`src/rtl/grover_phase_oracle_if.sv`:
```
// Valid/ready stream bundle for the Grover phase oracle: one amplitude stream in,
// one indexed amplitude stream out.
interface grover_phase_oracle_if #(
    parameter int NUM_BIT = 3,
    parameter int DATA_W  = 8
);
    logic              in_valid;
    logic              in_ready;
    logic [DATA_W-1:0] in_data;
    logic              out_valid;
    logic              out_ready;
    logic [DATA_W-1:0] out_data;
    logic [NUM_BIT-1:0] out_index;
    logic              out_last;

    modport slave (
        input  in_valid, in_data, out_ready,
        output in_ready, out_valid, out_data, out_index, out_last
    );

    modport master (
        output in_valid, in_data, out_ready,
        input  in_ready, out_valid, out_data, out_index, out_last
    );
endinterface

```
`src/rtl/grover_phase_oracle.sv`:
```
// Streaming Grover phase oracle: buffers a frame of 2^NUM_BIT amplitudes, negates the marked
// index (or every masked index when GROVER_MULTI_TARGET_EN is defined), then replays the frame.
module grover_phase_oracle #(
    parameter int NUM_BIT = 3,
    parameter int DATA_W  = 8
) (
    input  logic                 clk,
    input  logic                 rst,
    input  logic [NUM_BIT-1:0]   target_search,
`ifdef GROVER_MULTI_TARGET_EN
    input  logic [2**NUM_BIT-1:0] target_mask,
`endif
    grover_phase_oracle_if.slave s,
    output logic                 busy
);
    localparam int NUM_SAMPLE = 2**NUM_BIT;
    localparam logic [NUM_BIT-1:0] LAST_IDX = NUM_BIT'(NUM_SAMPLE-1);

    typedef enum logic {LOAD, EMIT} state_t;

    state_t             state, state_n;
    logic [NUM_BIT-1:0] wr_cnt, rd_cnt, rd_nxt;
    logic [DATA_W-1:0]  mem_q [NUM_SAMPLE];
    logic               in_ready_q, out_valid_q, out_last_q;
    logic [DATA_W-1:0]  out_data_q;
    logic               in_fire, out_fire, hit;

    // Two's-complement negate that clamps the most negative code instead of wrapping.
    function automatic logic [DATA_W-1:0] neg_sat(input logic [DATA_W-1:0] x);
        if (x == {1'b1, {(DATA_W-1){1'b0}}})
            return {1'b0, {(DATA_W-1){1'b1}}};
        return -x;
    endfunction

`ifdef GROVER_MULTI_TARGET_EN
    logic [NUM_SAMPLE-1:0] mask_q, mask_sel;
    always_comb begin
        mask_sel = (wr_cnt == '0) ? target_mask : mask_q;
        hit      = mask_sel[wr_cnt];
    end
`else
    logic [NUM_BIT-1:0] tgt_q, tgt_sel;
    always_comb begin
        tgt_sel = (wr_cnt == '0) ? target_search : tgt_q;
        hit     = (wr_cnt == tgt_sel);
    end
`endif

    assign in_fire     = s.in_valid & in_ready_q;
    assign out_fire    = out_valid_q & s.out_ready;
    assign rd_nxt      = rd_cnt + 1'b1;

    assign s.in_ready  = in_ready_q;
    assign s.out_valid = out_valid_q;
    assign s.out_data  = out_data_q;
    assign s.out_index = rd_cnt;
    assign s.out_last  = out_last_q;

    always_comb begin
        state_n = state;
        case (state)
            LOAD: if (in_fire && wr_cnt == LAST_IDX) state_n = EMIT;
            EMIT: if (out_fire && out_last_q) state_n = LOAD;
            default: state_n = LOAD;
        endcase
    end

    always_ff @(posedge clk) begin
        if (rst) state <= LOAD;
        else     state <= state_n;
    end

    always_ff @(posedge clk) begin
        if (rst) begin
            wr_cnt      <= '0;
            rd_cnt      <= '0;
            in_ready_q  <= 1'b0;
            out_valid_q <= 1'b0;
            out_data_q  <= '0;
            out_last_q  <= 1'b0;
            busy        <= 1'b0;
`ifdef GROVER_MULTI_TARGET_EN
            mask_q      <= '0;
`else
            tgt_q       <= '0;
`endif
        end else begin
            in_ready_q <= (state_n == LOAD);
            if (in_fire) begin
                wr_cnt <= wr_cnt + 1'b1;
                busy   <= 1'b1;
`ifdef GROVER_MULTI_TARGET_EN
                if (wr_cnt == '0) mask_q <= target_mask;
`else
                if (wr_cnt == '0) tgt_q <= target_search;
`endif
            end
            // Entry 0 was written on an earlier beat, so it is already valid here.
            if (state == LOAD && state_n == EMIT) begin
                out_valid_q <= 1'b1;
                out_data_q  <= mem_q[0];
                out_last_q  <= 1'b0;
                rd_cnt      <= '0;
            end
            if (out_fire) begin
                if (out_last_q) begin
                    out_valid_q <= 1'b0;
                    out_data_q  <= '0;
                    out_last_q  <= 1'b0;
                    rd_cnt      <= '0;
                    busy        <= 1'b0;
                end else begin
                    rd_cnt     <= rd_nxt;
                    out_data_q <= mem_q[rd_nxt];
                    out_last_q <= (rd_nxt == LAST_IDX);
                end
            end
        end
    end

    always_ff @(posedge clk) begin
        if (in_fire) mem_q[wr_cnt] <= hit ? neg_sat(s.in_data) : s.in_data;
    end
endmodule

```
`src/flat_wrapper.sv`:
```
// flat-port wrapper written by rule: the top's interface ports become plain ports
module grover_phase_oracle_flat 
#(
    parameter int NUM_BIT = 3,
    parameter int DATA_W  = 8
)
  (clk, rst, target_search, busy, s_in_valid, s_in_data, s_out_ready, s_in_ready, s_out_valid, s_out_data, s_out_index, s_out_last);
  grover_phase_oracle_if #(.NUM_BIT(NUM_BIT), .DATA_W(DATA_W)) s_i ();
  input  logic clk;
  input  logic rst;
  input  logic [NUM_BIT-1:0] target_search;
  output logic busy;
  input wire logic [$bits(s_i.in_valid)-1:0] s_in_valid;
  input wire logic [$bits(s_i.in_data)-1:0] s_in_data;
  input wire logic [$bits(s_i.out_ready)-1:0] s_out_ready;
  output wire logic [$bits(s_i.in_ready)-1:0] s_in_ready;
  output wire logic [$bits(s_i.out_valid)-1:0] s_out_valid;
  output wire logic [$bits(s_i.out_data)-1:0] s_out_data;
  output wire logic [$bits(s_i.out_index)-1:0] s_out_index;
  output wire logic [$bits(s_i.out_last)-1:0] s_out_last;
  assign s_i.in_valid = s_in_valid;
  assign s_i.in_data = s_in_data;
  assign s_i.out_ready = s_out_ready;
  assign s_in_ready = s_i.in_ready;
  assign s_out_valid = s_i.out_valid;
  assign s_out_data = s_i.out_data;
  assign s_out_index = s_i.out_index;
  assign s_out_last = s_i.out_last;
  grover_phase_oracle #(.NUM_BIT(NUM_BIT), .DATA_W(DATA_W)) u_core (.clk(clk), .rst(rst), .target_search(target_search), .s(s_i), .busy(busy));
endmodule
```
`config.mk`:
```
export PLATFORM = sky130hd
export DESIGN_NAME = grover_phase_oracle_flat
export DESIGN_NICKNAME = d
export VERILOG_FILES = /design/src/rtl/grover_phase_oracle_if.sv /design/src/rtl/grover_phase_oracle.sv /design/src/flat_wrapper.sv
export SDC_FILE = /design/constraint.sdc
export NUM_CORES = 1
export LEC_CHECK = 0
export CAP_MARGIN = 20
export CORE_ASPECT_RATIO = 0.8
export CORE_MARGIN = 2
export CORE_UTILIZATION = 50
export DETAILED_ROUTE_END_ITERATION = 6
export PLACE_DENSITY = 0.7
export SETUP_SLACK_MARGIN = 0.4
export SYNTH_ARGS = -nofsm -noshare
export SYNTH_HDL_FRONTEND = slang
export SYNTH_SLANG_ARGS = --single-unit
```
`constraint.sdc`:
```
create_clock -name clk -period 4.1 [get_ports clk]
set_input_delay 0.82 -clock clk [delete_from_list [all_inputs] [get_ports clk]]
set_output_delay 0.82 -clock clk [all_outputs]
set_load 0.05 [all_outputs]
```
Word-level counts from Yosys, hierarchy flattened
Memory sizes are Yosys's and may differ from the RTL's.
Index checks and enable logic that the tools add are counted.

storage, ports and cells
  register bits after elaboration = 22
  word-level logic and storage cells = 53
  memory bits (writable) = 64
  input bits = 15
  output and inout bits = 15
  memories = 1

cells by class
  bitwise operators = 4
  eq/ne operators = 4
  muxes and demuxes = 27
  reduce and logical (&&, ||, !) cells = 5
  add/subtract/negate cells = 3

memory list
  memory        depth  width  rd ports  clocked after Yosys merged registers in  write ports  RTL line                   RTL
  u_core.mem_q  8      8      2         0                                        1            grover_phase_oracle.sv:23  logic [DATA_W-1:0] mem_q [NUM_SAMPLE];

operator list
  cell                                                            count
  8-bit 2-to-1 mux                                                7
  1-bit 2-to-1 mux                                                15
  3-bit 2-to-1 mux                                                4
  8-bit equality test (second input constant)                     1
  8-bit negator                                                   1
  3-bit by 1-bit adder with 3-bit output (second input constant)  2
  3-bit equality test (second input constant)                     2
  3-bit equality test                                             1
  1-bit logical AND                                               3
  3-bit logical NOT                                               1
  1-bit bitwise AND                                               2
  1-bit NOT                                                       2
  1-bit one-hot mux with 2 select lines                           1
  2-bit nonzero test                                              1

Logic depth before layout (Yosys ltp)
  word-level depth = 8
  depth in mapped cells = 10
  mapped depth without buffers = 7

Worst setup path after synthesis
No wires, ideal clock.

  path kind = flip-flop to flip-flop
  start = register u_core.rd_cnt[0] (netlist: u_core.s.out_index[0])
  end = register u_core.out_data_q[3] (netlist: u_core.s.out_data[3])
  arrival = 2420 ps
  stages on the path, launching flop included = 10
  slack = 1546 ps
  buffers on the path = 4
  cell sequence = dfxtp_1 buf_4 buf_4 inv_1 ha_1 buf_2 buf_2 mux4_2 a22oi_1 a211oi_1

between the ends
  cells in the longest elaborated chain, start to end = 4

ends and longest elaborated chain
  what                                    RTL line                    RTL
  from (decl)                             grover_phase_oracle.sv:22   logic [NUM_BIT-1:0] wr_cnt, rd_cnt, rd_nxt;
  from (signal assigned)                  grover_phase_oracle.sv:113  rd_cnt <= rd_nxt;
  3-bit by 1-bit adder with 3-bit output  grover_phase_oracle.sv:51   assign rd_nxt = rd_cnt + 1'b1;
  memory read 8 x 8 bit                   --
  8-bit 2-to-1 mux                        grover_phase_oracle.sv:106  if (out_last_q) begin
  8-bit 2-to-1 mux                        grover_phase_oracle.sv:105  if (out_fire) begin
  to (signal assigned)                    grover_phase_oracle.sv:101  out_data_q <= mem_q[0];
  to (signal assigned)                    grover_phase_oracle.sv:114  out_data_q <= mem_q[rd_nxt];
  to (decl)                               grover_phase_oracle.sv:25   logic [DATA_W-1:0] out_data_q;

Every way passes these cells.
A chain may end at the register's enable or synchronous reset.

Worst setup path after layout
  start = register u_core.wr_cnt[0]
  end = memory u_core.mem_q[6][1] (data pin)

between the ends
  cells in the longest elaborated chain, start to end = 4

ends and longest elaborated chain
  what                    RTL line                    RTL
  from (decl)             grover_phase_oracle.sv:22
  from (signal assigned)  grover_phase_oracle.sv:90   wr_cnt <= wr_cnt + 1'b1;
  3-bit logical NOT       grover_phase_oracle.sv:44   tgt_sel = (wr_cnt == '0) ? target_search : tgt_q;
  3-bit 2-to-1 mux        --
  3-bit equality test *   grover_phase_oracle.sv:45   hit = (wr_cnt == tgt_sel);
  8-bit 2-to-1 mux *      grover_phase_oracle.sv:122  if (in_fire) mem_q[wr_cnt] <= hit ? neg_sat(s.in_data) : s.in_data;
  to (decl)               grover_phase_oracle.sv:23

Every way passes the cells marked *; elsewhere a longest branch is shown, timed or not.

==> qor.yml <==
criticalPathCategory: "reg -> reg"
r2r_start: "u_core.wr_cnt[0]"
max_stage_delay_ps: 650
layout_commonest_cell: "edfxtp_1"
tightest_slew_ps: 898
viasPerCell: 5.86
h-tree-depth: 3
cts_buffers: 9
fin_nets: 316
crit_required_ps: 4140
vias: 2284
timing.setup.tns_ps: 0
worstSetupStartpointType: "flop"
cts-root-buf: "clkbuf_8"
max_slew_margin: 0.401
first_pass_iters: 4
chipWidth_um: 100
dp.cells: 374
cts_hold_buf: 0
critPathSlowestCell: "a31oi_1"
powerDensity_nw_per_um2: 383
yosysUniqueCellTypes: 38
path_max_fanout: 10
crit_path_start: "u_core.wr_cnt[0]"
synth_edf_count: 64
clk_pin_slew_worst_paths_ps: 90
grt_use_total: 0.187
first_iter_violations: 153
wl_per_cell_um: 18.3
detail-route-antenna-nets: 0
finalCriticalPeriod_ps: 2850
drt-total-wl_um: 7130
post-route-period-util: 0.696
ys_seq_elements: 86
global_route.overflow_total: 0
slew_viol_final: 0
worstPathArrival_ps: 2900
yosys_warnings: 0
io_buffers: 29
final_cells: 390
maxCapViolCount: 0
cts_setup_buffers: 0
hold_viol_final: 0
cts_tree: "done"
ys_async_sr_fraction: 0
hpwl_um: 4930
grt_first_pass_wirelength_um: 11100
rsz0062_at_grt: "false"
antenna_cells: 0
hold_path_class: "reg -> reg"
grt_pass1_vias: 2088
cts_sinks: 86
utilization: 0.583
syn_nets: 287
fin_skew_ps: 11.0
vdd_ir_drop_max_v: 0.000146
p_leak_nw: 1.37
max_freq_mhz: 350
drc: 0
io_pins: 30
fp.dieH_um: 81.1
critPathCaptureType: "flop"
antenna_found_initial: 0
gp_congestion: 0.764
ys.flop_type: "edfxtp_1"
num-fill-cells: 595
avgSynthCellArea_um2: 14.0
path_cells: "inv_1 > ha_1 > nor2b_4 > a32oi_1 > o21ai_1 > and2_1 > a31oi_1"
final_cell_mix: "edfxtp_1, clkdlybuf4s50_1, dfxtp_1, nor2_1"
num_rows: 28
setup_violations: 0
synth_area_um2: 3720
min_from: "u_core.busy"
status: "finished, final reports clean"
core_um2: 7290
clk_latency_ps: 340
seq_area_frac_synth: 0.635
cts_resized: 0
syn2layout_area_growth_pct: 14.3
dieArea_um2: 8150
start_util: 0.510
clk_path_buf_depth: 2
syn-instance-count: 266
grt_max_degree: 22
layout-drive-gt1-share: 0.153
-- worst paths after layout --
path                            cells past startpoint                 end  slack, ps
worst min-delay path                                1         u_core.busy        470
worst min register to register                      1         u_core.busy        470
worst max register to register                      7  u_core.mem_q[6][1]       1250
worst max-delay path                                7  u_core.mem_q[6][1]       1250
-- cell type report --
cell class                 instances  area [um2]  share of cell area
sequential                        86        2360               0.556
multi-input combinational        156        1240               0.292
timing repair buffer              33         320              0.0754
clock buffer                       9         124              0.0291
tap                               90         113              0.0265
clock inverter                     7        56.3              0.0132
inverter                           9        33.8             0.00795
-- worst max-delay path, delay by kind of cell (launching register included) --
kind | cells | cell delay (ps)
AOI/OAI and AO/OA | 3 | 1080
adders and majority gates | 1 | 230
buffers and inverters | 1 | 130
and+or+nand+nor | 2 | 480
DFF | 1 | 620
-- flip-flops by register name, indices dropped and copies added, names as in the netlist --
| signal | cells |
|---|---|
| u_core.busy | 1 |
| u_core.mem_q | 64 |
| u_core.s.in_ready | 1 |
| u_core.s.out_data | 8 |
| u_core.s.out_index | 3 |
| u_core.s.out_last | 1 |
| u_core.s.out_valid | 1 |
| u_core.state | 1 |
| u_core.tgt_q | 3 |
| u_core.wr_cnt | 3 |
-- per-stage QoR --
stage                     instance area (um2)  setup WS [ps]  hold slack [ps]  power, mW
after global routing                     4250           1030              490       1.69
after floorplan                          3720           1550              449       1.07
final                                    4250           1250              471       1.63
after CTS                                4250           1260              478       1.64
after detailed placement                 4070            929              457       1.11
after global placement                   4070           1050              451       1.11
-- cell usage after synthesis, types with 2 or more instances --
cell      number  area (um2)
buf_4          2        15.0
nand3_1        8        40.0
o21a_1         2        15.0
clkbuf_1       6        22.5
buf_2          3        15.0
inv_1          9        33.8
xnor2_1        4        35.0
a211oi_1       8        60.1
a31oi_1       13        81.3
and2_1         2        12.5
ha_1           6        75.1
dfxtp_1       22         440
nor2_1        20        75.1
a22oi_1        9        67.6
nand2_1       19        71.3
a21oi_1       19        95.1
nor3_1         7        35.0
buf_6          4        45.0
mux4_2        16         360
nand2b_1       6        37.5
edfxtp_1      64        1920
-- layer usage --
metal  vias to the layer above  global-route usage  share of wire
met3                         6              0.0327          0.058
met1                      1123               0.274           0.47
met2                        75               0.279           0.46
li1                       1080                   -              -
met5                         -                   0              0
met4                         0              0.0795          0.011
-- kinds of logic after synthesis --
family                   synth area share
flip-flops                          0.635
AND/OR/NAND/NOR                    0.0986
AO/OA/AOI/OAI                       0.101
buffers and inverters              0.0353
multiplexers                        0.101
adder cells (fa/ha/maj)            0.0202
XOR/XNOR                          0.00942
-- report_power, final --
group,internal (mW),switching [mW]
clock network,0.228,0.309
registers,0.964,0.0105
logic,0.0427,0.0757
Power figures use the tool's default switching activity.
